File: src/rtl/l2_bank_router.sv
// ============================================================================
//  Module   : l2_bank_router
//  Purpose  : Routes registered CPU requests to one of NUM_BANKS L2 banks by
//             line-address interleaving. It keeps the bank ID of every
//             response-bearing request in an order FIFO, so that read lines
//             return to the CPU strictly in request order.
//  Ports    : clk / rst (async, active-low)
//             cpu_req_*        : CPU request handshake, address, payload
//             bank_req_*       : per-bank request handshake + broadcast data
//             bank_rd_rsp_*    : per-bank read-response handshake + lines
//             rd_rsp_*         : merged in-order response to the CPU
//             outstanding      : order-FIFO occupancy (registered)
//             unexpected_rsp   : sticky flag, bank response with empty FIFO
//  Revision : 1.0 - initial release
// ============================================================================
`default_nettype none

module l2_bank_router #(
  parameter int NUM_BANKS       = 2,
  parameter int ADDR_W          = 32,
  parameter int REQ_W           = 72,
  parameter int LINE_W          = 128,
  parameter int BANK_LSB        = 4,
  parameter int MAX_OUTSTANDING = 4,
  localparam int BW = $clog2(NUM_BANKS),
  localparam int CW = $clog2(MAX_OUTSTANDING + 1)
) (
  input  logic                        clk,
  input  logic                        rst,
  input  logic                        cpu_req_valid,
  output logic                        cpu_req_ready,
  input  logic [ADDR_W-1:0]           cpu_req_addr,
  input  logic [REQ_W-1:0]            cpu_req_data,
  input  logic                        cpu_req_expects_rsp,
  output logic [NUM_BANKS-1:0]        bank_req_valid,
  input  logic [NUM_BANKS-1:0]        bank_req_ready,
  output logic [NUM_BANKS*REQ_W-1:0]  bank_req_data,
  input  logic [NUM_BANKS-1:0]        bank_rd_rsp_valid,
  output logic [NUM_BANKS-1:0]        bank_rd_rsp_ready,
  input  logic [NUM_BANKS*LINE_W-1:0] bank_rd_rsp_line,
  output logic                        rd_rsp_valid,
  input  logic                        rd_rsp_ready,
  output logic [LINE_W-1:0]           rd_rsp_line,
  output logic [CW-1:0]               outstanding,
  output logic                        unexpected_rsp
);

  localparam int                   PW        = $clog2(MAX_OUTSTANDING);
  localparam logic [CW-1:0]        c_MAX_CNT = CW'(MAX_OUTSTANDING);
  localparam logic [NUM_BANKS-1:0] c_ONE     = NUM_BANKS'(1);

  // Request holding stage
  logic             r_vld;
  logic [BW-1:0]    r_bank;
  logic [REQ_W-1:0] r_data;

  // Order FIFO of bank IDs
  logic [BW-1:0]    r_fifo [MAX_OUTSTANDING];
  logic [PW-1:0]    r_wr_ptr;
  logic [PW-1:0]    r_rd_ptr;
  logic [CW-1:0]    r_count;
  logic             r_err;

  logic [BW-1:0]    w_sel;
  logic [BW-1:0]    w_head;
  logic             w_stage_free;
  logic             w_full;
  logic             w_nonempty;
  logic             w_accept;
  logic             w_push;
  logic             w_pop;
  logic             w_unused;

  // Only the bank-select bits matter here; the full address travels in the
  // opaque payload.
  assign w_unused     = ^cpu_req_addr;

  assign w_sel        = cpu_req_addr[BANK_LSB +: BW];
  assign w_head       = r_fifo[r_rd_ptr];
  assign w_stage_free = !r_vld || bank_req_ready[r_bank];
  assign w_full       = (r_count == c_MAX_CNT);
  assign w_nonempty   = (r_count != '0);

  // Gating with rst keeps the CPU stalled for the whole time reset is low.
  // A full FIFO blocks response-bearing requests even if a pop happens in
  // the same cycle: readiness never looks at the pop.
  assign cpu_req_ready = rst && w_stage_free && !(cpu_req_expects_rsp && w_full);
  assign w_accept      = cpu_req_valid && cpu_req_ready;
  assign w_push        = w_accept && cpu_req_expects_rsp;

  assign bank_req_valid = r_vld ? (c_ONE << r_bank) : '0;
  assign bank_req_data  = {NUM_BANKS{r_data}};

  // Response merge is purely combinational. Only the head bank is ever
  // offered ready, so any other bank's response waits at its source.
  assign rd_rsp_valid      = w_nonempty && bank_rd_rsp_valid[w_head];
  assign rd_rsp_line       = bank_rd_rsp_line[int'(w_head)*LINE_W +: LINE_W];
  assign bank_rd_rsp_ready = (rd_rsp_ready && w_nonempty) ? (c_ONE << w_head) : '0;
  assign w_pop             = rd_rsp_valid && rd_rsp_ready;

  assign outstanding    = r_count;
  assign unexpected_rsp = r_err;

  always_ff @(posedge clk or negedge rst) begin
    if (!rst) begin
      r_vld  <= 1'b0;
      r_bank <= '0;
      r_data <= '0;
    end else if (w_accept) begin
      r_vld  <= 1'b1;
      r_bank <= w_sel;
      r_data <= cpu_req_data;
    end else if (w_stage_free) begin
      r_vld  <= 1'b0;
    end
  end

  always_ff @(posedge clk or negedge rst) begin
    if (!rst) begin
      for (int i = 0; i < MAX_OUTSTANDING; i++) begin
        r_fifo[i] <= '0;
      end
      r_wr_ptr <= '0;
      r_rd_ptr <= '0;
      r_count  <= '0;
    end else begin
      if (w_push) begin
        r_fifo[r_wr_ptr] <= w_sel;
        r_wr_ptr         <= r_wr_ptr + PW'(1);
      end
      if (w_pop) begin
        r_rd_ptr <= r_rd_ptr + PW'(1);
      end
      case ({w_push, w_pop})
        2'b10:   r_count <= r_count + CW'(1);
        2'b01:   r_count <= r_count - CW'(1);
        default: r_count <= r_count;
      endcase
    end
  end

  always_ff @(posedge clk or negedge rst) begin
    if (!rst) begin
      r_err <= 1'b0;
    end else if ((|bank_rd_rsp_valid) && !w_nonempty) begin
      r_err <= 1'b1;
    end
  end

endmodule

`default_nettype wire

File: config.mk
export PLATFORM = sky130hd
export DESIGN_NAME = l2_bank_router
export DESIGN_NICKNAME = d
export VERILOG_FILES = /design/src/rtl/l2_bank_router.sv
export SDC_FILE = /design/constraint.sdc
export NUM_CORES = 1
export LEC_CHECK = 0
export BUFFER_PORTS_ARGS = -buffer_cell sky130_fd_sc_hd__buf_2
export CAP_MARGIN = 25
export CORE_AREA = 8 8 250 252
export DETAILED_ROUTE_END_ITERATION = 6
export DIE_AREA = 0 0 258 260
export GPL_TIMING_DRIVEN = 0
export SETUP_SLACK_MARGIN = 0.5
export SYNTH_ARGS = -nofsm -noshare
export SYNTH_HDL_FRONTEND = slang
export SYNTH_SLANG_ARGS = --single-unit
File: constraint.sdc
create_clock -name clk -period 2.3 [get_ports clk]
set_clock_uncertainty 0.05 [all_clocks]
set_input_delay 0.345 -clock clk [delete_from_list [all_inputs] [get_ports clk]]
set_output_delay 0.345 -clock clk [all_outputs]
set_load 0.03 [all_outputs]
==> run summary <==
The flow ran to the end, but the final reports show violations. The final reports fail on negative setup slack. The antenna violation net count after detailed routing is 0. The vias per cell is about 3.3. The setup path with the least slack is of type flop to output port. The register-to-register setup slack came out at -440 ps.

Derived from the worst setup path, the maximum achievable clock frequency is around 350 MHz. The cell area after synthesis is 5840 um2. The placer's final routability congestion estimate came out at a little under 0.9. The largest total area in the synthesized netlist belongs to dfrtp_1.

Leaving out fill and tap cells, the most frequent cell in the layout is buf_2. The final number of hold-violating endpoints is 0. The first-pass GRT wire length came out at 59.3 mm. The number of violations reported at the end of detailed-routing iteration 0 came out at just under 300.

The deepest level of the CTS H-tree came out at 3. Yosys printed 0 warnings. STA puts the critical path data required time at 1900 ps. Max-cap violations in this run came to 0. The number of port buffers is around 620.

On the critical path the largest part of the delay comes from multiplexers. The synthesized design devotes to its leading area cell type a little under two fifths of total area. Dividing the synthesized area by the synthesized cell count gives ~13 um2. In this run the core area contains 89 standard-cell rows. The master of the slowest instance on the critical path is dfrtp_2. The TritonCTS buffer count came out at 9. The via count came out at between 6k and 7k. The synthesized netlist net count is 813. Of the total synthesized cell area, the portion taken by XOR and XNOR cells is less than 1%. Clock latency on the worst-skew pair, taken at its later pin, is around 360 ps. The element type at the critical path end is an output port. The floorplan step set the die width to between 200 and 300 um.

The combined area of the multi-input logic cells is between 3000 and 4000 um2. The class of the worst hold path is input pin to flop. The height of the die is between 200 and 300 um. In this run the static leakage power is between 0.006 and 0.007 uW. The peak ir drop on the vdd network came out at between 0.9 and 1 mV. The DRC violation count after routing came out at 0. The CTS sink count came out at 86. The mux contribution to synthesized area came out at 45.4%.

The accumulated negative setup slack came out at -64860 ps. The die covers ~67000 um2. The buffer levels on the longest clock path is 2. Summed over all layers, the global routing overflow is 0. The routed length per instance is 24.4 um. The library cells used most frequently in the layout, excluding fill and tap cells, are buf_2 (514), mux2_4 (171), buf_6 (102). The synthesis-to-finish area growth is 114%. The number of global-route vias before repair came out at between 6k and 7k. Setup violations remaining at the end of the flow were counted as 208. TritonCTS built the clock tree.

The highest net fanout along the worst path is 9. By instance count, the cell type seen most on the critical path is buf_12. In the global route stage, overall resource usage came out at between 10% and 20%. Fill cells in the final layout number between 6k and 7k. The fraction of the cycle the final worst path needs is 123%.

At the worst endpoint, the arrival time is around 2400 ps. The adder-cell share of the synthesized area is roughly 1.4%. Sorting the synthesized cells by area gives the leading types as dfrtp_1 (37%), mux2_2 (26%), mux2_4 (18%), buf_4 (10%), mux2i_1 (1.4%). After synthesis, the netlist uses 26 different library cells. The setup slack after placement is -1030 ps. By area, the combinational part of the netlist is dominated by multiplexers.

The number of nets in the finished design came out at 1495. The pin count of the biggest net entering global routing came out at ~40. The power density normalized to cell area is 1790 nW/um2. The placeable core area came out at ~58000 um2.

The total power of the final layout is 22300 uW. The placed wire-length estimate after detailed placement is approximately 40 mm. Setup repair after global routing could not meet its margin everywhere. The I/O pin total came out at roughly 650. The number of standard cells in the layout, taps in and fillers out came out at 1907. The basic-gate share of the synthesized area counting and, or, nand and nor cells came out at approximately 1.9%. The root buffer cell chosen for the clock tree is clkbuf_16. Measured against its own limit, the worst slew margin works out to between 60 and 70%. Clock-pin slew was measured on the worst setup and hold paths at approximately 70 ps. The total buffers and inverters traversed by the critical path is 5. The minimum clock period is 2830 ps. The sequential cell area in the final layout came out at roughly 2200 um2. The total wirelength of the detailed-routed design came out at 46.5 mm. The share of post-route cells with drive strength above 1 is between 80% and 90%. The total placed cells including tap cells came out at approximately 1.8k.

The count of mapped cells out of synthesis is approximately 440. The initial standard-cell utilization of the core is under 10%. The register bit total from synthesis is 86. The share of the core filled with cells is 21.4%. After layout, the worst setup slack is -534 ps. The number of max-slew violations in the final report came out at 0. The share of synthesized area occupied by flip-flops and latches is a little under two fifths. The worst stage delay on the critical path came out at ~460 ps. The signal on the critical path passes through mux2i_4 -> mux2i_4 -> buf_12 -> buf_12 -> buf_12 -> buf_4 -> mux2_4 -> buf_6. The synthesized-area fraction occupied by ao, oa, aoi and oai cells is less than 1%. The number of search-and-repair iterations in the first detailed-routing pass came out at 4. The number of antenna violations at the first check in global routing came to 22.

STA classifies the critical path startpoint as a flop. The pin slew with the least headroom to its limit came out at roughly 500 ps.
[where the power goes]
group	total (uW)	internal [uW]	switching (uW)
clock network	1410	739	675
registers	2620	2070	541
logic	18300	8590	9720
[per-layer routing]
layer	global-route usage, %	vias to the layer above	share of wire, %
li1	-	2848	-
met5	0	-	0.20
met2	25.0	426	54
met1	12.6	2934	34
met4	4.14	14	2.5
met3	4.84	57	9.1
[cells by family after synthesis]
logic type               Yosys count
multiplexers                     213
buffers and inverters            101
flip-flops                        86
AND/OR/NAND/NOR                   20
AO/OA/AOI/OAI                      7
adder cells (fa/ha/maj)            6
XOR/XNOR                           5
[cells in the mapped netlist]
cell type  count
xnor2_1        2
mux2i_1        8
o31ai_1        1
nor3b_1        1
nand2_4        1
fa_1           1
nand2_1        5
a22o_1         1
nor2b_1        1
nand3_1        1
dfrtp_1       86
nand2b_1       2
ha_1           5
mux2_4        70
buf_4         81
and2_1         1
and4bb_4       1
buf_2          5
a211oi_2       2
inv_1          8
nor2_1         6
xor2_1         3
mux2_2       135
o21ai_0        3
nor3_1         1
buf_6          7
[what timing repair did]
item / CTS / global route
pin swaps: 5 / 0
hold buffers: 2 / 1
gates resized for setup: 211 / 153
setup buffers: 19 / 12
cloned: 14 / 3
endpoints found under the hold margin: 40 / 81
setup endpoints to repair: 212 / 214
[stage by stage]
step | hold slack, ps | area, um2
finish | 156 | 12500
global route | 136 | 12500
CTS | 128 | 11900
detailed placement | 336 | 10300
global placement | 401 | 10200
floorplan | -0.591 | 6160
[sequential cells by signal (all words and copies together), names as in the netlist]
| name | flops |
|---|---|
| r_wr_ptr | 2 |
| unexpected_rsp | 1 |
| outstanding | 3 |
| r_vld | 1 |
| r_rd_ptr | 2 |
| r_fifo | 4 |
| r_data | 72 |
| r_bank | 1 |
[layout make-up]
type | count | share of cell area [%]
sequential | 86 | 17.2
multi-input combinational | 251 | 27.5
buffer | 93 | 7.45
clock inverter | 6 | 0.370
clock buffer | 10 | 1.83
tap | 773 | 7.74
timing repair buffer | 671 | 37.4
antenna | 9 | 0.180
inverter | 8 | 0.240
[path summary, 6_finish.rpt]
kind                                            start                          to  depth (start not counted)
setup reg to reg              r_rd_ptr[1]$_DFFE_PN0P_  outstanding[2]$_DFFE_PN0P_                         13
setup / recovery              r_rd_ptr[1]$_DFFE_PN0P_             rd_rsp_line[59]                          8
min in group asynchronous                         rst  outstanding[0]$_DFFE_PN0P_                          3
hold / removal                       cpu_req_data[45]      r_data[45]$_DFFE_PN0N_                          2
hold reg to reg            unexpected_rsp$_DFFE_PN0P_  unexpected_rsp$_DFFE_PN0P_                          1
max in group asynchronous                         rst      r_data[20]$_DFFE_PN0N_                          3
Note: power is estimated with default switching activity, not from simulation.
